### src/rtl/booth_pp_accumulator_if.sv
// Operand/result bundle between Booth_Encoder, the partial-product accumulator and its consumer.
// The slave modport is the accumulator's view; master is the producer/consumer side.
interface booth_pp_accumulator_if #(
    parameter int unsigned WIDTH = 32
);
    logic             in_valid;
    logic             in_ready;
    logic [WIDTH-1:0] pp1;
    logic [WIDTH-1:0] pp2;
    logic [WIDTH-1:0] pp3;
    logic [WIDTH-1:0] pp4;
    logic [WIDTH-1:0] pp5;
    logic [WIDTH-1:0] pp6;
    logic [WIDTH-1:0] pp7;
    logic [WIDTH-1:0] pp8;
    logic             out_valid;
    logic             out_ready;
    logic [WIDTH-1:0] product;
    logic             busy;

    modport master (
        output in_valid,
        output pp1, pp2, pp3, pp4, pp5, pp6, pp7, pp8,
        output out_ready,
        input  in_ready,
        input  out_valid,
        input  product,
        input  busy
    );

    modport slave (
        input  in_valid,
        input  pp1, pp2, pp3, pp4, pp5, pp6, pp7, pp8,
        input  out_ready,
        output in_ready,
        output out_valid,
        output product,
        output busy
    );
endinterface

### src/rtl/booth_pp_accumulator.sv
// Sequential reducer for the eight Booth partial products: registers the set, then adds
// PP_PER_CYCLE of them per cycle into a wrapping accumulator and offers the sum downstream.
module booth_pp_accumulator #(
    parameter int unsigned WIDTH        = 32,
    parameter int unsigned PP_PER_CYCLE = 1
) (
    input  logic                    clk,
    input  logic                    rst,
    booth_pp_accumulator_if.slave   bus
);

    localparam int unsigned NumPp  = 8;
    localparam int unsigned NumGrp = NumPp / PP_PER_CYCLE;
    localparam int unsigned CntW   = (NumGrp > 1) ? $clog2(NumGrp) : 1;
    localparam logic [CntW-1:0] CntLast = CntW'(NumGrp - 1);

    generate
        if (!(PP_PER_CYCLE == 1 || PP_PER_CYCLE == 2 || PP_PER_CYCLE == 4 ||
              PP_PER_CYCLE == 8)) begin : g_bad_pp_per_cycle
            $error("booth_pp_accumulator: PP_PER_CYCLE must be 1, 2, 4 or 8");
        end
    endgenerate

    typedef enum logic [1:0] {
        StIdle,
        StAccum,
        StDone
    } state_t;

    state_t           r_state;
    logic [WIDTH-1:0] r_bank [NumPp];
    logic [WIDTH-1:0] r_acc;
    logic [CntW-1:0]  r_cnt;
    logic             r_in_ready;
    logic             r_out_valid;
    logic [WIDTH-1:0] r_product;
    logic             r_busy;

    logic [2:0]       w_base;
    logic [WIDTH-1:0] w_grp_sum;
    logic [WIDTH-1:0] w_acc_next;

    // Group r_cnt covers bank entries [r_cnt*K .. r_cnt*K+K-1]; 3-bit index wraps cleanly.
    always_comb begin
        w_base    = 3'(int'(r_cnt) * int'(PP_PER_CYCLE));
        w_grp_sum = '0;
        for (int j = 0; j < int'(PP_PER_CYCLE); j++) begin
            w_grp_sum = w_grp_sum + r_bank[w_base + 3'(j)];
        end
        w_acc_next = r_acc + w_grp_sum;
    end

    always_ff @(posedge clk) begin
        if (rst) begin
            r_state     <= StIdle;
            r_acc       <= '0;
            r_cnt       <= '0;
            r_in_ready  <= 1'b1;
            r_out_valid <= 1'b0;
            r_product   <= '0;
            r_busy      <= 1'b0;
        end else begin
            unique case (r_state)
                StIdle: begin
                    if (bus.in_valid && r_in_ready) begin
                        r_bank[0]  <= bus.pp1;
                        r_bank[1]  <= bus.pp2;
                        r_bank[2]  <= bus.pp3;
                        r_bank[3]  <= bus.pp4;
                        r_bank[4]  <= bus.pp5;
                        r_bank[5]  <= bus.pp6;
                        r_bank[6]  <= bus.pp7;
                        r_bank[7]  <= bus.pp8;
                        r_acc      <= '0;
                        r_cnt      <= '0;
                        r_in_ready <= 1'b0;
                        r_busy     <= 1'b1;
                        r_state    <= StAccum;
                    end
                end
                StAccum: begin
                    r_acc <= w_acc_next;
                    r_cnt <= r_cnt + 1'b1;
                    if (r_cnt == CntLast) begin
                        // Product is loaded from the final sum so it is valid with out_valid.
                        r_product   <= w_acc_next;
                        r_out_valid <= 1'b1;
                        r_state     <= StDone;
                    end
                end
                StDone: begin
                    if (bus.out_ready) begin
                        r_out_valid <= 1'b0;
                        r_in_ready  <= 1'b1;
                        r_busy      <= 1'b0;
                        r_state     <= StIdle;
                    end
                end
                default: begin
                    r_out_valid <= 1'b0;
                    r_in_ready  <= 1'b1;
                    r_busy      <= 1'b0;
                    r_state     <= StIdle;
                end
            endcase
        end
    end

    assign bus.in_ready  = r_in_ready;
    assign bus.out_valid = r_out_valid;
    assign bus.product   = r_product;
    assign bus.busy      = r_busy;

endmodule

### src/flat_wrapper.sv
// flat-port wrapper written by rule: the top's interface ports become plain ports
module booth_pp_accumulator_flat 
#(
    parameter int unsigned WIDTH        = 32,
    parameter int unsigned PP_PER_CYCLE = 1
)
  (clk, rst, bus_in_valid, bus_pp1, bus_pp2, bus_pp3, bus_pp4, bus_pp5, bus_pp6, bus_pp7, bus_pp8, bus_out_ready, bus_in_ready, bus_out_valid, bus_product, bus_busy);
  booth_pp_accumulator_if #(.WIDTH(WIDTH)) bus_i ();
  input  logic clk;
  input  logic rst;
  input wire logic [$bits(bus_i.in_valid)-1:0] bus_in_valid;
  input wire logic [$bits(bus_i.pp1)-1:0] bus_pp1;
  input wire logic [$bits(bus_i.pp2)-1:0] bus_pp2;
  input wire logic [$bits(bus_i.pp3)-1:0] bus_pp3;
  input wire logic [$bits(bus_i.pp4)-1:0] bus_pp4;
  input wire logic [$bits(bus_i.pp5)-1:0] bus_pp5;
  input wire logic [$bits(bus_i.pp6)-1:0] bus_pp6;
  input wire logic [$bits(bus_i.pp7)-1:0] bus_pp7;
  input wire logic [$bits(bus_i.pp8)-1:0] bus_pp8;
  input wire logic [$bits(bus_i.out_ready)-1:0] bus_out_ready;
  output wire logic [$bits(bus_i.in_ready)-1:0] bus_in_ready;
  output wire logic [$bits(bus_i.out_valid)-1:0] bus_out_valid;
  output wire logic [$bits(bus_i.product)-1:0] bus_product;
  output wire logic [$bits(bus_i.busy)-1:0] bus_busy;
  assign bus_i.in_valid = bus_in_valid;
  assign bus_i.pp1 = bus_pp1;
  assign bus_i.pp2 = bus_pp2;
  assign bus_i.pp3 = bus_pp3;
  assign bus_i.pp4 = bus_pp4;
  assign bus_i.pp5 = bus_pp5;
  assign bus_i.pp6 = bus_pp6;
  assign bus_i.pp7 = bus_pp7;
  assign bus_i.pp8 = bus_pp8;
  assign bus_i.out_ready = bus_out_ready;
  assign bus_in_ready = bus_i.in_ready;
  assign bus_out_valid = bus_i.out_valid;
  assign bus_product = bus_i.product;
  assign bus_busy = bus_i.busy;
  booth_pp_accumulator #(.WIDTH(WIDTH), .PP_PER_CYCLE(PP_PER_CYCLE)) u_core (.clk(clk), .rst(rst), .bus(bus_i));
endmodule
### config.mk
export PLATFORM = sky130hd
export DESIGN_NAME = booth_pp_accumulator_flat
export DESIGN_NICKNAME = d
export VERILOG_FILES = /design/src/rtl/booth_pp_accumulator_if.sv /design/src/rtl/booth_pp_accumulator.sv /design/src/flat_wrapper.sv
export SDC_FILE = /design/constraint.sdc
export NUM_CORES = 1
export LEC_CHECK = 0
export BUFFER_PORTS_ARGS = -buffer_cell sky130_fd_sc_hd__buf_2
export CELL_PAD_IN_SITES_DETAIL_PLACEMENT = 1
export CELL_PAD_IN_SITES_GLOBAL_PLACEMENT = 1
export CORE_ASPECT_RATIO = 0.5
export CORE_MARGIN = 5
export CORE_UTILIZATION = 48
export CTS_CLUSTER_SIZE = 28
export DETAILED_ROUTE_END_ITERATION = 10
export PLACE_DENSITY = 0.88
export SYNTH_ARGS = -nofsm -noshare
export SYNTH_HDL_FRONTEND = slang
export SYNTH_SLANG_ARGS = --single-unit
### constraint.sdc
create_clock -name clk -period 41.9 [get_ports clk]
set_input_delay 2.095 -clock clk [delete_from_list [all_inputs] [get_ports clk]]
set_output_delay 2.095 -clock clk [all_outputs]
set_load 0.01 [all_outputs]
==> metrics.csv, run 1 <==
stage,metric,value,unit
sta,fmax,201,MHz
pwr,p_seq_share,52.4,%
yosys,synth_top_family_by_area,multiplexers,
cells_and_area,final_util,57.6,%
route,drt-vias-per-instance,5.67,
yosys,ys_warn_count,0,
cells_and_area,fillers,2877,
pwr,p_leak,6.29,nW
global_routing,grt_use_met2,43.6,%
clock_tree,clockBufferDepth,3,
yosys,yosys_register_bits,331,
placed_design,portBuffers,294,
sta,fin_skew,12.5,ps
cells_and_area,layout_commonest_cell,buf_2,
yosys,synth_cells,921,
route,drc_errors,0,
floorplanning,start_util,48.5,%
clock_tree,cts_sinks,331,
cells_and_area,drive_gt1_share,37.0,%
critical_path,rrSetupSlack,36930,ps
yosys,synth_mux_area_share,13.3,%
route,vias,9151,
critical_path,reg2reg_depth,13,
critical_path,cp-end-kind,flip-flop,
yosys,synth_nets,1215,
yosys,yosysTopAreaCellShare,54.9,%
floorplanning,core,28900,sq um
placed_design,gp_congestion,0.908,
clock_tree,cts_made_buffers,29,
cells_and_area,area_growth,18.9,%
yosys,synth.distinct_cells,59,
placed_design,dpl.hpwl,29100,microns
global_routing,grt_first_pass_wirelength,58100,microns
global_routing,overflow,0,
run_status,status,finished clean,
critical_path,crit_type,flip-flop to flip-flop,
sta,setup_tns,0,ps
clock_tree,path_clk_slew,70,ps
global_routing,grt-busiest-layer,met2,
pwr,p_switching,0.000174,W
sta,rsz0062_at_grt,false,
critical_path,path_cells,buf_4 -> mux4_2 -> mux2_2 -> ha_1 -> nand3_1 -> or4_1 -> a211oi_1 -> nor3_2 -> o21ai_1 -> a221o_1 -> a21oi_1 -> xor2_1 -> a31o_1,
clock_tree,ctsRootBufferMaster,clkbuf_16,
clock_tree,insertion_delay,550,ps
clock_tree,cts_tree,done,
yosys,synthesis.area,14000,sq um
floorplanning,die_area,32900,sq um
route,drt_iter0_drc,739,
pwr,ir_drop,0.0300,mV
yosys,synthFlopType,edfxtp_1,
placed_design,placed_cell_area,15800,sq um
global_routing,use_met1,29.2,%
floorplanning,die_w,252,microns
cells_and_area,final_cell_area,16700,sq um
sta,min_period,4970,ps
critical_path,crit_path_max_fanout,46,
route,routedWlPerCell,24.5,microns
yosys,yosys.area_share.simple,5.99,%
cells_and_area,finalNetCount,1496,
floorplanning,rows,44,
global_routing,grt_pass1_vias,9771,
yosys,ys_async_sr_fraction,0,%
worst_hold_path,hold_class,flip-flop to flip-flop,
critical_path,worst-endpoint-required,42340,ps
route,drt_first_pass_iters,5,
yosys,synth_area_leaders,"edfxtp_1, dfxtp_1, mux4_2",
clock_tree,postCtsHoldBufs,0,
sta,final.period_utilization,11.9,%
pwr,power_density,43.2,nW/um^2
yosys,synth_seq_area_share,65.6,%
critical_path,start_kind,flip-flop,
flow_run,cap_violations,0,
global_routing,grt_max_degree,96,
pwr,pwr-share-clk,35.4,%
floorplanning,die_y,131,microns
pwr,pwr-share-comb,12.2,%
route,antenna_left,0,
critical_path,critPathArrivalTime,5410,ps
yosys,synth-xor-area-share,1.63,%
cells_and_area,final_cell_mix,"buf_2, edfxtp_1, nand2_1",
sta,tightest_slew,1200,ps
global_routing,antenna_found_initial,2,
route,postRouteWirelength,39500,microns
clock_tree,cts_setup_buffers,0,
critical_path,crit_slowest_cell,buf_4,
sta,relSlewSlack,20.2,%
global_routing,grtUsageTotal,23.3,%
critical_path,slowest_delay,780,ps
pwr,switching_share,24.1,%
sta,final-setup-viol-count,0,
global_routing,use_met3,3.70,%
clock_tree,cts_resized,0,
pwr,p_int,0.000545,W
clock_tree,htree_levels,1,
yosys,synthAdderAreaFrac,3.09,%
sta,hold_viol,0,
yosys,synth_compound_gate_area_share,8.15,%
critical_path,timing.rr.end,u_core.bus.product[31],
critical_path,crit_end,u_core.bus.product[31],
yosys,syn_avg_cell_area,15.2,sq um
floorplanning,ios,295,
sta,slew_viol_final,0,
yosys,synth-edff-count,256,
yosys,yosysTopAreaCell,edfxtp_1,
## worst min-delay path by stage
stage | from | to | depth (start not counted)
global placement | u_core.r_acc[22] | u_core.r_acc[22] | 1
detailed placement | u_core.bus.product[3] | u_core.bus.product[3] | 2
CTS | u_core.bus.product[3] | u_core.bus.product[3] | 2
finish | u_core.bus.product[3] | u_core.bus.product[3] | 2
floorplan | u_core.r_acc[22] | u_core.r_acc[22] | 1
global route | u_core.bus.product[3] | u_core.bus.product[3] | 2
## routing by layer
metal	routed length [microns]	vias to the layer above	part of all wire, %
met3	2090	64	5.3
met2	21000	291	53
met1	15600	4657	39
met4	831	2	2.1
li1	-	4137	-
met5	13	-	0.033
## sequential cells by signal, summed over array words and instances (netlist names), named ones only
name,cells
u_core.r_bank,256
u_core.bus.product,32
u_core.r_acc,32
u_core.r_cnt,3
u_core.r_state,2
u_core.bus.busy,1
u_core.bus.in_ready,1
u_core.bus.out_valid,1
## layout make-up
cell class              instances  area [sq um]  share of cell area (%)
repair buffers                302          1530                    9.20
clock buffers                  44           841                    5.05
clock inverters                 8          45.0                   0.270
diodes                          1          2.50                  0.0150
well taps                     391           489                    2.94
flip-flops and latches        331          9200                    55.2
multi-input cells             527          4500                    27.0
inverters                      11          43.8                   0.263
## metrics by stage
| stage | total power (W) | setup WS (ps) | hold slack [ps] | std cells |
|---|---|---|---|---|
| 2_1_floorplan | 0.000445 | 21180 | 431 | 921 |
| 3_3_place_gp | 0.000465 | 36890 | 442 | 1562 |
| 3_5_place_dp | 0.000471 | 36710 | 451 | 1562 |
| 4_1_cts | 0.000724 | 36850 | 459 | 1614 |
| 5_1_grt | 0.000750 | 36510 | 482 | 1615 |
| 6_report | 0.000719 | 36930 | 459 | 1615 |
## power by group through the flow
stage	Combinational (W)	Sequential, W	Clock [W]
final	0.0000879	0.000377	0.000254
after global routing	0.0000947	0.000378	0.000278
after CTS	0.0000876	0.000377	0.000260
after detailed placement	0.0000865	0.000384	0
after global placement	0.0000824	0.000382	0
after floorplan	0.0000573	0.000387	0
## critical path, delay by kind of cell (launching register included)
kind	cells	cell delay, ps
AOI/OAI and AO/OA	5	1010
DFF	1	600
muxes	2	950
buffers and inverters	1	780
xor gates and xnor gates	1	170
and+or+nand+nor	3	840
adders and majority gates	1	440
## Yosys cell counts (all sizes together), types with 2 or more instances
cell    instances
a211oi          6
a21o           16
a21oi          72
a221o           2
a22o           11
a22oi          17
a31o            2
a31oi           5
a32oi           2
and2            3
and3            4
buf            16
clkbuf         36
dfxtp          75
edfxtp        256
ha             33
inv            10
mux2           30
mux2i           8
mux4           64
nand2          82
nand2b          4
nand3           6
nand3b          2
nand4           9
nor2           48
nor2b           4
nor3           14
nor4            2
o211ai          2
o21a            4
o21ai          25
o21bai          4
o31ai           2
or2             2
or4             4
xnor2          15
xor2           11
## cells by family (layout without fill, tap and decap cells)
group | after synthesis | in the layout
other | 0 | 1
adders and majority gates | 34 | 34
xor gates and xnor gates | 26 | 26
DFF | 331 | 331
and+or+nand+nor | 187 | 187
muxes | 102 | 102
AOI/OAI and AO/OA | 178 | 178
buffers and inverters | 63 | 365
Note: power is estimated with default switching activity, not from simulation.
==> run 2, diff against run 1 <==
--- a/config.mk
+++ b/config.mk
@@ -10,10 +10,10 @@
 export CELL_PAD_IN_SITES_GLOBAL_PLACEMENT = 1
 export CORE_ASPECT_RATIO = 0.5
 export CORE_MARGIN = 5
-export CORE_UTILIZATION = 48
+export CORE_UTILIZATION = 41
 export CTS_CLUSTER_SIZE = 28
 export DETAILED_ROUTE_END_ITERATION = 10
-export PLACE_DENSITY = 0.88
+export PLACE_DENSITY = 0.8
 export SYNTH_ARGS = -nofsm -noshare
 export SYNTH_HDL_FRONTEND = slang
 export SYNTH_SLANG_ARGS = --single-unit
==> constraint.sdc (replaced) <==
create_clock -name clk -period 4.1 [get_ports clk]
set_input_delay 0.205 -clock clk [delete_from_list [all_inputs] [get_ports clk]]
set_output_delay 0.205 -clock clk [all_outputs]
set_load 0.01 [all_outputs]
==> metrics.csv, run 2 (synthesized netlist as in run 1, its figures left out) <==
stage,metric,value,unit,change
sta,slew_viol_final,0,,unchanged
sta,fmax,250,MHz,+24%
cells_and_area,final_cell_mix,"buf_2, dlygate4sd3_1, edfxtp_1",,
cells_and_area,final_cell_area,20000,sq um,+20%
floorplanning,die_w,271,microns,+7.9%
cells_and_area,fin_cells,1979,,+23%
placed_design,placed_cell_area,16100,sq um,+2.1%
clock_tree,path_clk_slew,70,ps,about the same
sta,setup_slack,103,ps,-36820 ps
critical_path,crit_type,flip-flop to flip-flop,,
clock_tree,clockBufferDepth,3,,unchanged
pwr,p_leak,7.66,nW,+22%
cells_and_area,largest_reg_flops,256,,unchanged
placed_design,portBuffers,294,,unchanged
sta,hold_viol,0,,unchanged
critical_path,start_kind,flip-flop,,
pwr,ir_drop,0.301,mV,+900%
pwr,power_density,405,nW/um^2,+840%
critical_path,cp-end-kind,flip-flop,,
flow_run,cap_violations,0,,unchanged
sta,rsz0062_at_grt,true,,
cells_and_area,finalNetCount,1793,,+20%
placed_design,dpl.hpwl,30100,microns,+3.3%
route,antenna_left,0,,unchanged
sta,tightest_slew,999,ps,-198 ps
floorplanning,die_y,141,microns,+7.6%
floorplanning,ios,295,,unchanged
critical_path,worst-endpoint-required,4600,ps,-37740 ps
route,drt_iter0_drc,894,,+21%
sta,min_period,4000,ps,-976 ps
sta,final.period_utilization,97.5,%,+86 points
floorplanning,die_area,38200,sq um,+16%
placed_design,dp.cells,1638,,+4.9%
critical_path,critPathArrivalTime,4500,ps,-910 ps
placed_design,gp_congestion,0.859,,-5.4%
critical_path,crit_path_max_fanout,18,,-61%
floorplanning,start_util,41.9,%,-6.5 points
global_routing,grt_first_pass_wirelength,75100,microns,+29%
floorplanning,rows,47,,+6.8%
global_routing,overflow,0,,unchanged
clock_tree,cts_tree,done,,
sta,fin_skew,28.0,ps,+15.5 ps
route,drt_first_pass_iters,8,,+3
global_routing,grt_pass1_vias,11900,,+22%
global_routing,grt_max_degree,153,,+59%
route,drt-vias-per-instance,5.42,,-4.3%
clock_tree,cts_made_buffers,31,,+6.9%
run_status,status,finished clean,,
route,routedWlPerCell,26.5,microns,+8.3%
route,drc_errors,0,,unchanged
clock_tree,cts_sinks,331,,unchanged
clock_tree,insertion_delay,590,ps,+40 ps
clock_tree,ctsRootBufferMaster,clkbuf_16,,
cells_and_area,drive_gt1_share,34.2,%,-2.9 points
sta,relSlewSlack,33.4,%,+13 points
worst_hold_path,hold_class,input pin to flip-flop,,
route,postRouteWirelength,52400,microns,+33%
sta,holdWs,52.1,ps,-407 ps
global_routing,antenna_found_initial,10,,+8
cells_and_area,top_register,u_core.r_bank,,
route,vias,10700,,+17%
floorplanning,core,33400,sq um,+16%
cells_and_area,layout_commonest_cell,buf_2,,
clock_tree,htree_levels,1,,unchanged
cells_and_area,fillers,3299,,+15%
global_routing,grtUsageTotal,25.9,%,+2.5 points
sta,final-setup-viol-count,0,,unchanged
placed_design,pre_cts_ws,-67.9,ps,-36780 ps
sta,setup_tns,0,ps,unchanged
cells_and_area,area_growth,42.7,%,
run 2: changes by cell type in the layout (fill, tap and decap cells not counted), moves of 5 or more:
cell | before | now
diode_2 | 1 | 14
buf_12 | 0 | 5
dlygate4sd3_1 | 0 | 257
ha_1 | 33 | 26
ha_2 | 0 | 5
buf_4 | 8 | 36
clkbuf_1 | 9 | 2
run 2: stage by stage:
| stage | total power (W) | utilization [%] |
|---|---|---|
| floorplan | 0.00449 | - |
| global placement | 0.00480 | 48.2 |
| detailed placement | 0.00484 | 48.2 |
| CTS | 0.00796 | 59.0 |
| global route | 0.00837 | 59.8 |
| finish | 0.00810 | 59.8 |
run 2: layout make-up:
type / count / area (sq um) / share of cell area, %
Inverter: 11 / 43.8 / 0.219
Antenna cell: 14 / 35.0 / 0.175
Tap cell: 441 / 552 / 2.76
Clock buffer: 35 / 811 / 4.06
Sequential cell: 331 / 9200 / 46.0
Clock inverter: 23 / 200 / 1.00
Multi-Input combinational cell: 527 / 4610 / 23.1
Timing Repair Buffer: 597 / 4520 / 22.6
run 2: what timing repair did:
action	in CTS	in global routing
setup buffers	0	11
endpoints found under the setup margin	2	18
pin swaps	0	2
hold endpoints to repair	259	0
cloned	1	0
gates resized for setup	2	27
hold buffers	257	0
run 2: where the power goes:
group          switching, W  leakage (nW)  internal, W
clock               0.00142         0.490      0.00157
sequential        0.0000770          2.97      0.00378
combinational      0.000640          4.20     0.000606
total               0.00214          7.66      0.00596
run 2: worst max-delay path, stage by stage, from the launching register on:
cell,delay [ps]
dfxtp_4,410
buf_4,190
buf_16,220
mux4_2,590
mux2_2,310
ha_1,360
nand4_1,170
a21oi_2,60
o31a_1,360
a31o_1,280
o41a_1,360
or4_1,420
a31oi_1,170
run 2: per-layer routing:
metal | global-route usage [%] | wire length, microns | share of wire [%] | vias up
met5 | 0 | 0 | 0 | -
met4 | 9.35 | 2090 | 4.0 | 0
met3 | 4.13 | 2460 | 4.7 | 112
met2 | 48.6 | 28000 | 53 | 422
met1 | 30.2 | 19900 | 38 | 5442
li1 | - | - | - | 4753
run 2: final timing paths:
check                         startpoint                     end  slack [ps]  depth (start not counted)
setup / recovery               flip-flop  u_core.bus.product[29]         100                         12
hold / removal              bus_in_valid     u_core.bus.in_ready          50                          4
setup reg to reg               flip-flop  u_core.bus.product[29]         100                         12
hold reg to reg   u_core.bus.product[21]  u_core.bus.product[21]         460                          2
==> run 3, diff against run 2 <==
--- a/config.mk
+++ b/config.mk
@@ -14,6 +14,7 @@
 export CTS_CLUSTER_SIZE = 28
 export DETAILED_ROUTE_END_ITERATION = 10
 export PLACE_DENSITY = 0.8
+export SETUP_SLACK_MARGIN = 0.4
 export SYNTH_ARGS = -nofsm -noshare
 export SYNTH_HDL_FRONTEND = slang
 export SYNTH_SLANG_ARGS = --single-unit
==> constraint.sdc (replaced) <==
create_clock -name clk -period 3.2 [get_ports clk]
set_input_delay 0.16 -clock clk [delete_from_list [all_inputs] [get_ports clk]]
set_output_delay 0.16 -clock clk [all_outputs]
set_load 0.01 [all_outputs]
==> metrics.csv, run 3 (synthesized netlist as in run 1, its figures left out) <==
stage,metric,value,unit,change
critical_path,path_cells,buf_4 -> buf_12 -> buf_6 -> mux4_2 -> mux2_4 -> ha_4 -> buf_4 -> nand3_1 -> a21oi_1 -> a211oi_2 -> o31ai_1 -> a31o_1 -> buf_4 -> buf_6 -> o22ai_4 -> xnor2_2 -> nand2_1 -> a21oi_2,,
sta,rsz0062_at_grt,true,,
placed_design,dp.cells,1731,,+5.7%
floorplanning,start_util,41.9,%,unchanged
cells_and_area,finalNetCount,1913,,+6.7%
sta,tightest_slew,1520,ps,+521 ps
cells_and_area,final_util,65.5,%,+5.6 points
route,postRouteWirelength,68200,microns,+30%
pwr,power_density,514,nW/um^2,+27%
placed_design,gp_congestion,0.865,,+0.72%
critical_path,worst-endpoint-required,3720,ps,-880 ps
floorplanning,die_y,141,microns,unchanged
route,drt_first_pass_iters,7,,-1
run_status,failed_checks,"capacitance limit, slew limit, setup timing",,
sta,final.period_utilization,141,%,+44 points
cells_and_area,top_register,u_core.r_bank,,
placed_design,dpl.hpwl,30300,microns,+0.70%
critical_path,path_delay_family,compound AO/OA/AOI/OAI gates,,
critical_path,cp-end-kind,flip-flop,,
floorplanning,core,33400,sq um,unchanged
route,routedWlPerCell,32.7,microns,+23%
critical_path,cp_common_cell,buf_4,,
sta,setup_slack,-1310,ps,-1420 ps
worst_hold_path,holdCritStartpoint,rst,,
run_status,status,"finished, violations left",,
sta,slew_viol_final,14,,+14
route,drc_errors,0,,unchanged
critical_path,start_kind,flip-flop,,
cells_and_area,fin_cells,2087,,+5.5%
critical_path,slowest_delay,570,ps,-20 ps
critical_path,crit_path_max_fanout,11,,-7
global_routing,grtUsageTotal,30.0,%,+4.1 points
sta,fin_skew,35.6,ps,+7.64 ps
clock_tree,cts_sinks,331,,unchanged
clock_tree,cts_made_buffers,29,,-6.5%
global_routing,overflow,0,,unchanged
placed_design,placed_cell_area,17100,sq um,+6.0%
sta,hold_viol,0,,unchanged
cells_and_area,final_cell_area,21900,sq um,+9.4%
flow_run,cap_violations,1,,+1
global_routing,antenna_found_initial,4,,-6
global_routing,grt_pass1_vias,13400,,+13%
critical_path,crit_type,flip-flop to flip-flop,,
global_routing,grt_first_pass_wirelength,86800,microns,+16%
floorplanning,ios,295,,unchanged
clock_tree,htree_levels,1,,unchanged
pwr,ir_drop,0.458,mV,+52%
clock_tree,insertion_delay,610,ps,+20 ps
placed_design,portBuffers,294,,unchanged
critical_path,cp_num_buf_inv,6,,+4
sta,min_period,4510,ps,+516 ps
pwr,p_leak,8.50,nW,+11%
route,drt-vias-per-instance,6.05,,+12%
critical_path,crit_slowest_cell,a21oi_1,,
clock_tree,path_clk_slew,80,ps,about the same
clock_tree,cts_tree,done,,
route,antenna_left,0,,unchanged
placed_design,pre_cts_ws,-639,ps,-571 ps
sta,final-setup-viol-count,55,,+55
cells_and_area,final_cell_mix,"buf_2, dlygate4sd3_1, edfxtp_1",,
floorplanning,die_area,38200,sq um,unchanged
route,drt_iter0_drc,1289,,+44%
cells_and_area,multi_input_area,5540,sq um,+20%
route,dr_wl_met2,34100,microns,+22%
route,wl_met3,5370,microns,+120%
floorplanning,rows,47,,unchanged
clock_tree,clockBufferDepth,3,,unchanged
cells_and_area,layout_commonest_cell,buf_2,,
route,maxUsedRoutingLayer,met5,,
route,vias,12600,,+18%
cells_and_area,largest_reg_flops,256,,unchanged
cells_and_area,drive_gt1_share,46.0,%,+12 points
worst_hold_path,hold_class,input pin to flip-flop,,
pwr,power,0.0112,W,+39%
sta,fmax,222,MHz,-11%
floorplanning,die_w,271,microns,unchanged
sta,relSlewSlack,-1.70,%,-35 points
critical_path,critPathArrivalTime,5040,ps,+540 ps
route,met1Wirelength,23500,microns,+18%
cells_and_area,fillers,3150,,-4.5%
cells_and_area,seqCellArea,9200,sq um,unchanged
global_routing,grt_max_degree,111,,-27%
clock_tree,ctsRootBufferMaster,clkbuf_16,,
cells_and_area,area_growth,56.1,%,
-- run 3: changes by cell type in the layout (fill, tap and decap cells not counted), sizes merged --
cell | previous run | this run
diode | 14 | 4
dlygate4sd3 | 257 | 259
bufinv | 2 | 1
buf | 340 | 460
clkinvlp | 4 | 2
inv | 14 | 12
clkinv | 14 | 12
clkbuf | 35 | 38
-- run 3: metrics by stage --
stage / TNS, ps / hold slack, ps
after CTS: -14890 / 1.95
after global placement: -9940 / 337
after global routing: -39250 / 18.3
final: -37700 / 38.3
after detailed placement: -13340 / 338
after floorplan: -998130 / 259
-- run 3: worst paths after layout --
check                                end  slack, ps  depth (start not counted)
hold / removal    u_core.bus.product[27]         40                          2
setup / recovery  u_core.bus.product[27]      -1310                         18
hold reg to reg         u_core.r_acc[22]        470                          1
setup reg to reg  u_core.bus.product[27]      -1310                         18
-- run 3: cell type report --
type | instances | area share, %
Antenna cell | 4 | 0.0458
Clock buffer | 38 | 3.89
Clock inverter | 16 | 0.532
Inverter | 11 | 0.200
Multi-Input combinational cell | 527 | 25.3
Sequential cell | 331 | 42.1
Tap cell | 441 | 2.52
Timing Repair Buffer | 719 | 25.4
-- run 3: report_power, final --
| part | total [W] | switching, W | internal, W |
|---|---|---|---|
| logic | 0.00237 | 0.00122 | 0.00114 |
| registers | 0.00496 | 0.000121 | 0.00484 |
| clock network | 0.00390 | 0.00194 | 0.00197 |
| total | 0.0112 | 0.00328 | 0.00795 |
-- run 3: routing by layer --
| metal | global-route usage (%) | vias up |
|---|---|---|
| met5 | 0 | - |
| met4 | 13.0 | 2 |
| met1 | 33.5 | 6371 |
| met3 | 4.36 | 374 |
| li1 | - | 4967 |
| met2 | 57.4 | 922 |
-- run 3: timing repair --
| item | in CTS | in global routing |
|---|---|---|
| cloned | 1 | 0 |
| pin swaps | 24 | 47 |
| buffers inserted | 22 | 16 |
| gates resized for setup | 87 | 85 |
| hold buffers | 259 | 0 |
| setup endpoints to repair | 56 | 58 |
| hold endpoints to repair | 261 | 0 |
